===== config.mk =====
export PLATFORM = sky130hd
export DESIGN_NAME = freq_track_ctrl
export DESIGN_NICKNAME = d
export VERILOG_FILES = /design/src/rtl/freq_track_ctrl.sv
export SDC_FILE = /design/constraint.sdc
export NUM_CORES = 1
export LEC_CHECK = 0
export CORE_ASPECT_RATIO = 1.5
export CORE_MARGIN = 10
export CORE_UTILIZATION = 25
export CTS_CLUSTER_SIZE = 30
export DETAILED_ROUTE_END_ITERATION = 7
export SLEW_MARGIN = 10
export SYNTH_ARGS = -nofsm -noshare
export SYNTH_HDL_FRONTEND = slang
export SYNTH_SLANG_ARGS = --single-unit
export TNS_END_PERCENT = 20

===== constraint.sdc =====
create_clock -name clock -period 7.28 [get_ports clock]
set_clock_uncertainty 0.1 [all_clocks]
set_input_delay 1.092 -clock clock [delete_from_list [all_inputs] [get_ports clock]]
set_output_delay 1.092 -clock clock [all_outputs]
set_load 0.02 [all_outputs]

===== src/rtl/freq_track_ctrl.sv =====
// Frequency-acquisition controller: measures DCO cycles over a window of
// reference edges and steps the DCO code toward the target count.
module freq_track_ctrl #(
  parameter int CODE_BITS   = 8,
  parameter int COUNT_BITS  = 12,
  parameter int WIN_BITS    = 2,
  parameter int COARSE_STEP = 4,
  parameter int CODE_INIT   = 128
) (
  input  logic                  clock,
  input  logic                  reset,
  input  logic                  enable,
  input  logic                  refEdge,
  input  logic [COUNT_BITS-1:0] target,
  input  logic [2:0]            deadband,
  output logic                  freqUp,
  output logic                  freqDn,
  output logic [CODE_BITS-1:0]  freqCode,
  output logic                  tracking
);

  typedef enum logic [1:0] {ST_IDLE, ST_ARM, ST_COUNT} state_t;
  typedef enum logic [1:0] {DIR_NONE, DIR_UP, DIR_DN} dir_t;

  localparam int CW = COUNT_BITS + 2;
  localparam logic [COUNT_BITS-1:0] CNT_MAX     = '1;
  localparam logic [WIN_BITS-1:0]   REF_LAST    = '1;
  localparam logic [CODE_BITS-1:0]  CODE_MAX    = '1;
  localparam logic [CODE_BITS-1:0]  CODE_RST    = CODE_BITS'(CODE_INIT);
  localparam logic [CODE_BITS:0]    STEP_ONE    = (CODE_BITS+1)'(1);
  localparam logic [CODE_BITS:0]    STEP_COARSE = (CODE_BITS+1)'(COARSE_STEP);

  state_t                state_q, state_d;
  dir_t                  dir_q, dir_d;
  logic [COUNT_BITS-1:0] dco_cnt_q, dco_cnt_d;
  logic [WIN_BITS-1:0]   ref_cnt_q, ref_cnt_d;
  logic [CODE_BITS-1:0]  code_q, code_d;
  logic                  up_q, up_d;
  logic                  dn_q, dn_d;
  logic                  tracking_q, tracking_d;

  logic [COUNT_BITS-1:0] dco_inc;
  logic [CW-1:0]         meas_ext, tgt_ext, db_ext, lo_ext, hi_ext;
  logic                  slow, fast, rev_up, rev_dn;
  logic [CODE_BITS:0]    step_up, step_dn, up_sum;
  logic [CODE_BITS-1:0]  code_up, code_dn;

  // The measurement is sat(dco_cnt+1) at the closing edge, which is the same
  // value the saturating counter would hold next cycle.
  always_comb begin
    dco_inc  = (dco_cnt_q == CNT_MAX) ? CNT_MAX : dco_cnt_q + 1'b1;
    meas_ext = CW'(dco_inc);
    tgt_ext  = CW'(target);
    db_ext   = CW'(deadband);
    lo_ext   = (tgt_ext < db_ext) ? '0 : tgt_ext - db_ext;
    hi_ext   = tgt_ext + db_ext;
    slow     = meas_ext < lo_ext;
    fast     = meas_ext > hi_ext;
    rev_up   = (dir_q == DIR_DN);
    rev_dn   = (dir_q == DIR_UP);
    step_up  = (tracking_q || rev_up) ? STEP_ONE : STEP_COARSE;
    step_dn  = (tracking_q || rev_dn) ? STEP_ONE : STEP_COARSE;
    up_sum   = {1'b0, code_q} + step_up;
    code_up  = (up_sum > {1'b0, CODE_MAX}) ? CODE_MAX : up_sum[CODE_BITS-1:0];
    code_dn  = ({1'b0, code_q} < step_dn) ? '0 : code_q - step_dn[CODE_BITS-1:0];
  end

  // Decision is taken on the closing edge so the pulse and the new code
  // appear together in the following cycle.
  always_comb begin
    state_d    = state_q;
    dir_d      = dir_q;
    dco_cnt_d  = dco_cnt_q;
    ref_cnt_d  = ref_cnt_q;
    code_d     = code_q;
    up_d       = 1'b0;
    dn_d       = 1'b0;
    tracking_d = tracking_q;
    if (!enable) begin
      state_d    = ST_IDLE;
      dco_cnt_d  = '0;
      ref_cnt_d  = '0;
      tracking_d = 1'b0;
      dir_d      = DIR_NONE;
    end else begin
      case (state_q)
        ST_IDLE: state_d = ST_ARM;
        ST_ARM: begin
          if (refEdge) begin
            state_d   = ST_COUNT;
            dco_cnt_d = '0;
            ref_cnt_d = '0;
          end
        end
        ST_COUNT: begin
          dco_cnt_d = dco_inc;
          if (refEdge) begin
            if (ref_cnt_q == REF_LAST) begin
              dco_cnt_d = '0;
              ref_cnt_d = '0;
              if (slow) begin
                tracking_d = tracking_q | rev_up;
                code_d     = code_up;
                up_d       = (code_q != CODE_MAX);
                dir_d      = DIR_UP;
              end else if (fast) begin
                tracking_d = tracking_q | rev_dn;
                code_d     = code_dn;
                dn_d       = (code_q != '0);
                dir_d      = DIR_DN;
              end else begin
                tracking_d = 1'b1;
              end
            end else begin
              ref_cnt_d = ref_cnt_q + 1'b1;
            end
          end
        end
        default: state_d = ST_IDLE;
      endcase
    end
  end

  always_ff @(posedge clock or posedge reset) begin
    if (reset) begin
      state_q    <= ST_IDLE;
      dir_q      <= DIR_NONE;
      dco_cnt_q  <= '0;
      ref_cnt_q  <= '0;
      code_q     <= CODE_RST;
      up_q       <= 1'b0;
      dn_q       <= 1'b0;
      tracking_q <= 1'b0;
    end else begin
      state_q    <= state_d;
      dir_q      <= dir_d;
      dco_cnt_q  <= dco_cnt_d;
      ref_cnt_q  <= ref_cnt_d;
      code_q     <= code_d;
      up_q       <= up_d;
      dn_q       <= dn_d;
      tracking_q <= tracking_d;
    end
  end

  assign freqUp   = up_q;
  assign freqDn   = dn_q;
  assign freqCode = code_q;
  assign tracking = tracking_q;

endmodule


# Word-level counts from Yosys, hierarchy flattened
# Index checks and enable logic that the tools add are counted.
# op_classes
n_addsub	6
reduce_logical	11
n_lt_le_gt_ge	5
mux	44
n_eq_ne	15
bitwise_logic	2
# ops
cell	n
two-way mux 12 bit	5
two-way mux 8 bit	4
two-way mux 2 bit	12
one-hot mux 12 bit (2 select lines)	1
two-way mux 1 bit	17
less-than comparator 12 x 14 -> 1 bit	1
two-way mux 14 bit	1
adder 12 x 3 -> 13 bit	1
> comparator 12 x 13 -> 1 bit	1
subtractor 12 x 3 -> 13 bit	1
adder 12 x 1 -> 12 bit (second input constant)	1
equality test 12 bit (second input constant)	1
less-than comparator 12 x 3 -> 1 bit	1
adder 8 x 3 -> 9 bit	1
> comparator 9 x 8 -> 1 bit (second input constant)	1
less-than comparator 8 x 3 -> 1 bit	1
!= test 8 bit (second input constant)	1
nonzero test 8 bit	1
subtractor 8 x 3 -> 8 bit	1
equality test 2 bit (second input constant)	3
two-way mux 3 bit	2
!= test 2 x 1 -> 1 bit (second input constant)	3
!= test 3 x 1 -> 1 bit (second input constant)	2
!= test 3 bit (second input constant)	2
other kinds (13)	18
# word_totals
inputBits	19
output_inout_bits	11
word_cells	91
ff_bits	29

# Logic depth before layout (Yosys ltp)
# Gate-level depths: netlist of run 1.
# logic_depth
depth_word	9
ltp_mapped	17
depth_no_buf	16

# Worst setup path after synthesis of run 1
# OpenSTA, ideal clock, no wires.
# synth_path
path_type	in2reg
start	input target[0]
end	register code_q[0], in the netlist freqCode[0]
path_buffers	0
t_arrival_ps	4011
stages	15
setup_time_ps	128
t_required_ps	7052
slack_ps	3042
cell_sequence	ha_1 -> inv_1 -> fa_1 -> o21bai_1 -> and3_1 -> nand2_1 -> xor2_1 -> ha_1 -> a21o_1 -> a21oi_1 -> o211ai_1 -> o21ai_0 -> o21ai_4 -> nand2_4 -> mux2_1
# synth_via
elab_chain_cells	5
elab_cells_between_ends	9
cone_classes	add/sub (2); order compare (3); mux (2); reduce/logical (2)
# synth_lines
item	line	source
start: declaration	14	input logic [COUNT_BITS-1:0] target,
subtractor 12 x 3 -> 13 bit or less-than comparator 12 x 3 -> 1 bit (tied branches)	55	lo_ext = (tgt_ext < db_ext) ? '0 : tgt_ext - db_ext;
two-way mux 14 bit	55	
less-than comparator 12 x 14 -> 1 bit	57	slow = meas_ext < lo_ext;
nonzero test 2 bit (no source line)	--	
AND reduction 5 bit (no source line)	--	
end signal: assignment	139	code_q <= code_d;
end: declaration	37	logic [CODE_BITS-1:0] code_q, code_d;
# Several ways; a longest one is shown, not always the timed one.
# A chain may end at the register's enable or synchronous reset.

# Worst setup path after layout of run 1
# layout_path
start	input deadband[0]
end	register code_q[1], in the netlist freqCode[1]
# layout_via
elab_chain_cells	5
elab_cells_between_ends	9
cone_classes	add/sub (2); order compare (3); mux (2); reduce/logical (2)
# layout_lines
item	line	source
start: declaration	15	input logic [2:0] deadband,
subtractor 12 x 3 -> 13 bit or less-than comparator 12 x 3 -> 1 bit (tied branches)	55	
two-way mux 14 bit	55	
less-than comparator 12 x 14 -> 1 bit	57	
nonzero test 2 bit (no source line)	--	
AND reduction 5 bit (no source line)	--	
# Several ways; a longest one is shown, not always the timed one.

==> run metrics, run 1 <==
hold_ws 0.4439 ns; Clock transition at path regs 0.05 ns; port bufs 29; # clock sinks 29; Tcrit/Tclk final 0.7103; # H-tree levels 2; WL met1 3450 um; synthesized instance count 377; Max Freq 193.4 MHz; Primary FF master, synth dfrtp_1; Synth top area share 0.2244; register area 726.9 sq um; fraction of registers with async set/reset 1.000; met2 WL 4547 um; DR vias/cell 5.170; Total Wirelength 8388 um; post-DR wirelength/cell 15.03 um; outcome completed; post-CTS sizing 0; crit path cell chain clkdlybuf4s50_1 > ha_1 > inv_1 > fa_1 > o21bai_1 > and3_1 > nand2_1 > xor2_1 > ha_1 > a21o_1 > a21oi_1 > o211ai_1 > o21ai_0 > o21ai_4 > nand2_4 > mux2_1; HP Class reg2reg; Die Y between 150 and 200 um; initial antenna violation count 0; Crit path arrival time about 5.2 ns; Pwr Total 0.0004873 W; Clock Path Buffers 2; CTS Hold Bufs 0; full die area about 17000 sq um; final setup fails 0; final worst path period need about 5.2 ns; top post-synthesis cells by count nand2_1 (46), ha_1 (37), nor2_1 (30); CTS Buf Count 5; R2R Path End freqCode[1]$_DFFE_PP0P_; CP Class in2reg; # fillers 1335; Crit Path Max Fanout 8; Worst EP required 7.33 ns; residual DRC count 0; Seq/Total Area, Yosys 0.2328; Root Buffer clkbuf_16; post-layout util 0.3002; P&R area growth vs syn 19.07%; Leak approximately 1.7 nW; area of the core roughly 12000 sq um; Antenna diodes 0; drt pass-1 iters 4; area of the multi-input gates 2251 sq um; IR drop worst, VDD 0.07438 mV; Fin. Hold Viols 0; layout cells sized above 1 0.05473; Post-DP HPWL 6730 um; Detail Route Antenna Nets 0; Synth area leaders dfrtp_1 (22%), ha_1 (15%), nand2_1 (5.5%); via count 2885; Worst-Margin Slew just under 1 ns; area leader, netlist dfrtp_1; Critical Path Start deadband[0]; RSZ-0062 raised after global routing false; num ports 30; gr usage total 0.09520; Hold Crit Start dco_cnt_q[5]$_DFFE_PP0P_; R2R Setup Slk 2.99 ns; fin nets 459; met3 wire len 237 um; vias in the first global route approximately 3100; die width 111.3 um; Slew headroom 0.3333; Fin Setup TNS 0 ns; row cnt 50; synth warn 0; syn nets 435; mean area per synthesized cell 8.284 sq um; CP max-delay cell o21ai_0; hold path cells 1; CTS tree done; global-route wire length before repair roughly 14000 um; gr ovfl total 0; FF-to-FF Start dco_cnt_q[0]$_DFFE_PP0P_; Synth cell types 58; Startpoint Class input pin; pwr/cell area 131.0 nW/um^2; worst skew pair latency 0.28 ns; flops & latches, synth 29; drt first-iter violations 141; Routability Congestion 0.8448; top-count cell post-synth nand2_1; largest net degree at the start of global routing 30; Critical Path Most Common Cell ha_1; max layer used met4; CP endpoint kind flip-flop; post-CTS setup buffer count 0; max incr delay on CP 0.78 ns; Slew Limit Fails 0; starting density of the core 0.2521; Worst Reg2Reg Path Length in Cells 12; max_cap viols 0; Mapped Area 3123 sq um; Worst Setup EP freqCode[1]$_DFFE_PP0P_; EDFF count, synth 0
-- metrics by stage --
step           area [sq um]  setup WS, ns  std cells
2_1_floorplan          3123         3.042        377
4_1_cts                3719         2.063        558
5_1_grt                3719         1.826        558
3_3_place_gp           3542         1.848        550
6_report               3719         2.109        558
3_5_place_dp           3542         1.780        550
-- critical path: cells and delay by family --
kind | cells | cell delay (ns)
AOI/OAI and AO/OA | 6 | 1.70
and+or+nand+nor | 3 | 0.55
muxes | 1 | 0.34
xor gates and xnor gates | 1 | 0.14
adders and majority gates | 3 | 0.85
buffers and inverters | 2 | 0.55
-- sequential cells by signal, indices dropped and copies added, names as in the netlist --
register and cells:
dir_q 2, tracking 1, freqUp 1, freqDn 1, ref_cnt_q 2, dco_cnt_q 12
state_q 2, freqCode 8
-- where the power goes --
group / internal [W] / switching [W] / total [W]
logic: 0.0000336 / 0.0000434 / 0.0000770
registers: 0.000163 / 0.00000241 / 0.000165
clock network: 0.000170 / 0.0000745 / 0.000245
-- cells by family (layout without fill, tap and decap cells) --
kind of cell | after synthesis | after routing | share of synthesized area
AOI/OAI and AO/OA | 79 | 79 | 0.1815
xor gates and xnor gates | 25 | 25 | 0.07011
adders and majority gates | 39 | 39 | 0.1611
buffers and inverters | 32 | 57 | 0.04647
DFF | 29 | 29 | 0.2328
muxes | 11 | 11 | 0.04247
and+or+nand+nor | 162 | 162 | 0.2656
-- cell usage in the layout, fill, tap and decap left out, drive strengths merged, types with 2 or more instances in the layout --
| cell | netlist | final |
|---|---|---|
| nor2b | 3 | 3 |
| nor3 | 15 | 15 |
| or3 | 7 | 7 |
| xor2 | 15 | 15 |
| mux2 | 5 | 5 |
| nand3 | 15 | 15 |
| a21o | 5 | 5 |
| fa | 2 | 2 |
| a41oi | 2 | 2 |
| mux2i | 5 | 5 |
| nand4 | 7 | 7 |
| clkbuf | 7 | 6 |
| and3 | 11 | 11 |
| ha | 37 | 37 |
| nor4 | 7 | 7 |
| nor2 | 31 | 31 |
| a22o | 11 | 11 |
| or4 | 2 | 2 |
| a21oi | 21 | 21 |
| and4 | 4 | 4 |
| xnor2 | 10 | 10 |
| o211ai | 6 | 6 |
| a31o | 2 | 2 |
| nand2 | 47 | 47 |
| clkdlybuf4s50 | 0 | 29 |
| o21ai | 15 | 15 |
| nand2b | 7 | 7 |
| o21bai | 2 | 2 |
| o211a | 2 | 2 |
| and2 | 3 | 3 |
| dfrtp | 28 | 28 |
| a221oi | 2 | 2 |
| inv | 19 | 19 |
-- area by class of cell --
class | instances | area share
flip-flops and latches | 29 | 0.1955
well taps | 156 | 0.05249
clock inverters | 2 | 0.01009
clock buffers | 6 | 0.03735
multi-input cells | 316 | 0.6053
repair buffers | 30 | 0.08008
inverters | 19 | 0.01918
-- routing by layer --
metal	track usage	vias up
li1	-	1421
met1	0.09621	1392
met2	0.1847	59
met3	0.01801	13
met4	0.03929	0
met5	0	-
-- how the worst min path moves through the flow --
stage	end	slack, ns
after CTS	freqCode[7]$_DFFE_PP1P_	0.45
after global routing	freqCode[7]$_DFFE_PP1P_	0.47
after detailed placement	dco_cnt_q[5]$_DFFE_PP0P_	0.43
final	dco_cnt_q[5]$_DFFE_PP0P_	0.44
after global placement	dco_cnt_q[5]$_DFFE_PP0P_	0.42
after floorplan	dco_cnt_q[5]$_DFFE_PP0P_	0.40
Note: power is estimated with default switching activity, not from simulation.
==> run 2: changes to the inputs <==
Clock period 7.28 ns to 4.7 ns, I/O delays scaled along.
==> run metrics, run 2 (synthesized netlist as in run 1, its figures left out) <==
crit path cell chain clkdlybuf4s50_1 > inv_1 > ha_1 > fa_1 > nor2b_1 > or3_1 > nor2_1 > xor2_1 > nand2_1 > ha_1 > or3_1 > o211ai_1 > a21o_1 > nand2_1 > and3_1 > o32a_1; Crit Path Max Fanout 11; Total Wirelength 8269 um; Switching Share 0.2656; RSZ-0062 raised after global routing false; post-DR wirelength/cell 14.53 um; Max Freq 224.1 MHz; area of the multi-input gates 2251 sq um; commonest non-fill, non-tap cell in the layout nand2_1; Crit path arrival time 4.52 ns; Top reg by flops dco_cnt_q; outcome completed; Clock transition at path regs 0.05 ns; Antenna diodes 0; largest net degree at the start of global routing 30; final worst path period need roughly 4.5 ns; # clock sinks 29; Worst EP required 4.76 ns; # fillers 1339; gr ovfl total 0; clock power share 0.446; R2R Path End freqCode[3]$_DFFE_PP0P_; Pwr Total 0.0006844 W; HP Class reg2reg; fin cells 569; Area after DPL 3625 sq um; CTS Buf Count 5; row cnt 50; # H-tree levels 2; Detail Route Antenna Nets 0; num ports 30; layout cells sized above 1 0.07748; DR vias/cell between 5 and 6; initial antenna violation count 0; max incr delay on CP 0.48 ns; CP Class in2reg; residual DRC count 0; via count 2932; Slew Limit Fails 0; Routability Congestion approximately 0.83; drt first-iter violations 151; vias in the first global route between 3000 and 4000; worst skew pair latency 0.28 ns; fin nets 470; dpl cells 561; FF-to-FF Start dco_cnt_q[0]$_DFFE_PP0P_; commonest non-fill, non-tap cells in the layout nand2_1 (46), ha_1 (37), nor2_1 (30); Worst Setup EP freqCode[3]$_DFFE_PP0P_; CP endpoint kind flip-flop; final setup fails 0; R2R Setup Slk 0.82 ns; Die Y 156.9 um; Final Cell Area between 3000 and 4000 sq um; Clock Path Buffers 2; Worst-Margin Slew 0.8502 ns; post-CTS setup buffer count 0; pwr/cell area ~180 nW/um^2; Post-DP HPWL approximately 6700 um; CP max-delay cell clkdlybuf4s50_1; Leak 1.755 nW; max_cap viols 0; register area 726.9 sq um; area of the core 12390 sq um; internal power 0.0005026 W; switching power roughly 0.00018 W; P&R area growth vs syn 20.51%; starting density of the core 0.2521; global-route wire length before repair 14070 um; die width roughly 110 um; share of power burned in registers 0.374; drt pass-1 iters 4; post-CTS sizing 0; Worst Reg2Reg Path Length in Cells 12; CTS Hold Bufs 0; Critical Path Start target[0]; full die area 17450 sq um; IR drop worst, VDD 0.1007 mV; Root Buffer clkbuf_16; max FFs per register 12; port bufs 29; gr usage total 0.09508; Startpoint Class input pin; Slew headroom 0.4311; logic gate share of total power 0.180; CTS tree done; Fin. Hold Viols 0; Tcrit/Tclk final 0.9496
## run 2: worst max-delay path, delay by kind of cell
kind	cells	cell delay, ns
AOI/OAI and AO/OA	3	0.73
xor gates and xnor gates	1	0.13
adders and majority gates	3	0.94
buffers and inverters	2	0.53
and+or+nand+nor	7	1.47
## run 2: layer usage
metal  wire length (um)  share of wire  global-route usage
met5                  0              0                   0
met4                240          0.029             0.04850
met3                370          0.045             0.01992
met2               4413           0.53              0.1828
met1               3246           0.39             0.09295
## run 2: power by group through the flow
| stage | logic (W) | clock network [W] | registers, W |
|---|---|---|---|
| after floorplan | 0.0000787 | 0 | 0.000259 |
| after global placement | 0.000121 | 0 | 0.000260 |
| after detailed placement | 0.000124 | 0 | 0.000260 |
| after CTS | 0.000125 | 0.000313 | 0.000256 |
| after global routing | 0.000140 | 0.000324 | 0.000256 |
| final | 0.000123 | 0.000305 | 0.000256 |
## run 2: area by class of cell
| type | count | area share |
|---|---|---|
| Multi-Input combinational cell | 316 | 0.5981 |
| Sequential cell | 29 | 0.1932 |
| Timing Repair Buffer | 41 | 0.1011 |
| Tap cell | 156 | 0.05186 |
| Clock buffer | 6 | 0.03424 |
| Inverter | 19 | 0.01895 |
| Clock inverter | 2 | 0.002660 |
## run 2: worst min-delay path by stage
stage,start,end,slack [ns],depth (start not counted)
finish,dco_cnt_q[10]$_DFFE_PP0P_,dco_cnt_q[10]$_DFFE_PP0P_,0.45,1
global route,freqCode[7]$_DFFE_PP1P_,freqCode[7]$_DFFE_PP1P_,0.47,1
CTS,dco_cnt_q[5]$_DFFE_PP0P_,dco_cnt_q[5]$_DFFE_PP0P_,0.45,1
detailed placement,dco_cnt_q[5]$_DFFE_PP0P_,dco_cnt_q[5]$_DFFE_PP0P_,0.44,1
global placement,dco_cnt_q[5]$_DFFE_PP0P_,dco_cnt_q[5]$_DFFE_PP0P_,0.42,1
floorplan,dco_cnt_q[5]$_DFFE_PP0P_,dco_cnt_q[5]$_DFFE_PP0P_,0.40,1
## run 2: per-stage QoR
| step | util | hold WS [ns] | setup TNS [ns] | setup slack [ns] |
|---|---|---|---|---|
| CTS | 0.3038 | 0.4537 | 0 | 0.2261 |
| detailed placement | 0.2926 | 0.4357 | -0.06482 | -0.06482 |
| floorplan | - | 0.3980 | 0 | 0.8488 |
| finish | 0.3038 | 0.4515 | 0 | 0.2368 |
| global route | 0.3038 | 0.4660 | 0 | 0.01622 |
| global placement | 0.2926 | 0.4223 | 0 | 0.001109 |
==> run 3: changes to the inputs <==
Settings changed: CORE_UTILIZATION 25 to 55, PLACE_DENSITY set to 0.77.
Clock period 4.7 ns to 5.5 ns, I/O delays scaled along.
==> run metrics, run 3 (synthesized netlist as in run 1, its figures left out) <==
outcome completed; Top reg by flops dco_cnt_q; # H-tree levels 2; Clock Path Buffers 2; Worst EP required 5.57 ns; fin cells about 470; largest net degree at the start of global routing 30; Crit Path Max Fanout 8; Critical Path Most Common Cell ha_1; crit path cell chain clkdlybuf4s50_1 > ha_1 > inv_1 > fa_1 > o21bai_1 > and3_1 > nand2_1 > xor2_1 > ha_1 > a21o_1 > a21oi_1 > o211ai_1 > o21ai_0 > o21ai_4 > nand2_4 > mux2_1; final worst path period need 4.678 ns; area of the core ~5500 sq um; layout cells sized above 1 0.05224; fin nets 459; # clock sinks 29; Post-DP HPWL 6327 um; Slew headroom 0.2869; IR drop worst, VDD roughly 0.1 mV; global-route wire length before repair 12700 um; Detail Route Antenna Nets 0; worst skew pair latency 0.29 ns; post-DR wirelength/cell about 16 um; Max Freq 213.8 MHz; Routability Congestion approximately 0.9; Tcrit/Tclk final 0.8505; HP Class reg2reg; Crit path arrival time around 4.8 ns; post-CTS sizing 0; RSZ-0062 raised after global routing false; residual DRC count 0; post-CTS setup buffer count 0; Leak 1.674 nW; full die area between 9000 and 10000 sq um; Root Buffer clkbuf_8; register area 726.9 sq um; CTS Hold Bufs 0; CP Class in2reg; DR vias/cell slightly above 6; CP max-delay cell o21ai_0; Pwr Total 0.0004959 W; gr ovfl total 0; CTS tree done; Clock transition at path regs 0.07 ns; Fin. Hold Viols 0; max_cap viols 0; Antenna diodes 0; P&R area growth vs syn 12.62%; pwr/cell area 141.0 nW/um^2; CP endpoint kind flip-flop; port bufs 29; max FFs per register 12; Fin Setup TNS 0 ns; num ports 30; Slew Limit Fails 0; Die Y approximately 110 um; initial antenna violation count 0; CTS Buf Count 5; starting density of the core 0.5687; Total Wirelength about 7700 um; max incr delay on CP ~0.62 ns; # fillers just over 500; drt pass-1 iters 4; row cnt 33; area of the multi-input gates 2251 sq um; commonest non-fill, non-tap cells in the layout nand2_1 (46), ha_1 (37), nor2_1 (30); Startpoint Class input pin; drt first-iter violations approximately 150; via count 2911; gr usage total 0.1701; dpl cells 464; vias in the first global route 2905; Worst-Margin Slew 1.063 ns; final setup fails 0; die width 81.53 um; commonest non-fill, non-tap cell in the layout nand2_1
-- run 3: cell count changes in the layout (fill, tap and decap cells not counted) --
cell / before / now
buf_4: 12 / 1
clkinv_1: 0 / 1
clkbuf_8: 0 / 5
clkbuf_16: 5 / 0
inv_1: 19 / 18
-- run 3: stage by stage --
stage | area, sq um | util | hold slack [ns] | worst slack [ns]
2_1_floorplan | 3123 | - | 0.3980 | 1.529
3_3_place_gp | 3435 | 0.6254 | 0.4284 | 0.7027
4_1_cts | 3517 | 0.6405 | 0.4506 | 0.8161
5_1_grt | 3517 | 0.6405 | 0.4777 | 0.5691
6_report | 3517 | 0.6405 | 0.4497 | 0.8224
3_5_place_dp | 3435 | 0.6254 | 0.4395 | 0.5104
-- run 3: power breakdown --
part / internal (W) / leakage [nW] / switching, W
Combinational: 0.0000439 / 1.24 / 0.0000564
Sequential: 0.000215 / 0.389 / 0.00000298
Clock: 0.0000876 / 0.0450 / 0.0000898
Total: 0.000347 / 1.67 / 0.000149
-- run 3: worst paths after layout --
kind / startpoint / to / slack, ns / depth (start not counted)
max in group asynchronous: reset / dir_q[0]$_DFFE_PP0P_ / 3.94 / 2
min: dco_cnt_q[5]$_DFFE_PP0P_ / dco_cnt_q[5]$_DFFE_PP0P_ / 0.45 / 1
min reg2reg: dco_cnt_q[5]$_DFFE_PP0P_ / dco_cnt_q[5]$_DFFE_PP0P_ / 0.45 / 1
min in group asynchronous: reset / ref_cnt_q[0]$_DFFE_PP0P_ / 0.87 / 2
max reg2reg: dco_cnt_q[0]$_DFFE_PP0P_ / freqCode[2]$_DFFE_PP0P_ / 1.54 / 12
max: target[0] / freqCode[2]$_DFFE_PP0P_ / 0.82 / 16
-- run 3: worst max-delay path, delay by kind of cell --
| family | cells | cell delay, ns |
|---|---|---|
| buffers and inverters | 2 | 0.54 |
| xor gates and xnor gates | 1 | 0.14 |
| muxes | 1 | 0.33 |
| adders and majority gates | 3 | 0.85 |
| AOI/OAI and AO/OA | 6 | 1.54 |
| and+or+nand+nor | 3 | 0.52 |
-- run 3: layer usage --
metal,vias up,global-route usage,share of wire
met1,1385,0.1669,0.37
met4,0,0.1124,0.040
met3,23,0.01677,0.032
met5,-,0,0
li1,1422,-,-
met2,81,0.3168,0.56
-- run 3: layout make-up --
class	count	area share
clock buffers	6	0.02063
flip-flops and latches	29	0.2067
multi-input cells	316	0.6400
repair buffers	30	0.08467
clock inverters	2	0.002846
well taps	70	0.02490
inverters	19	0.02028
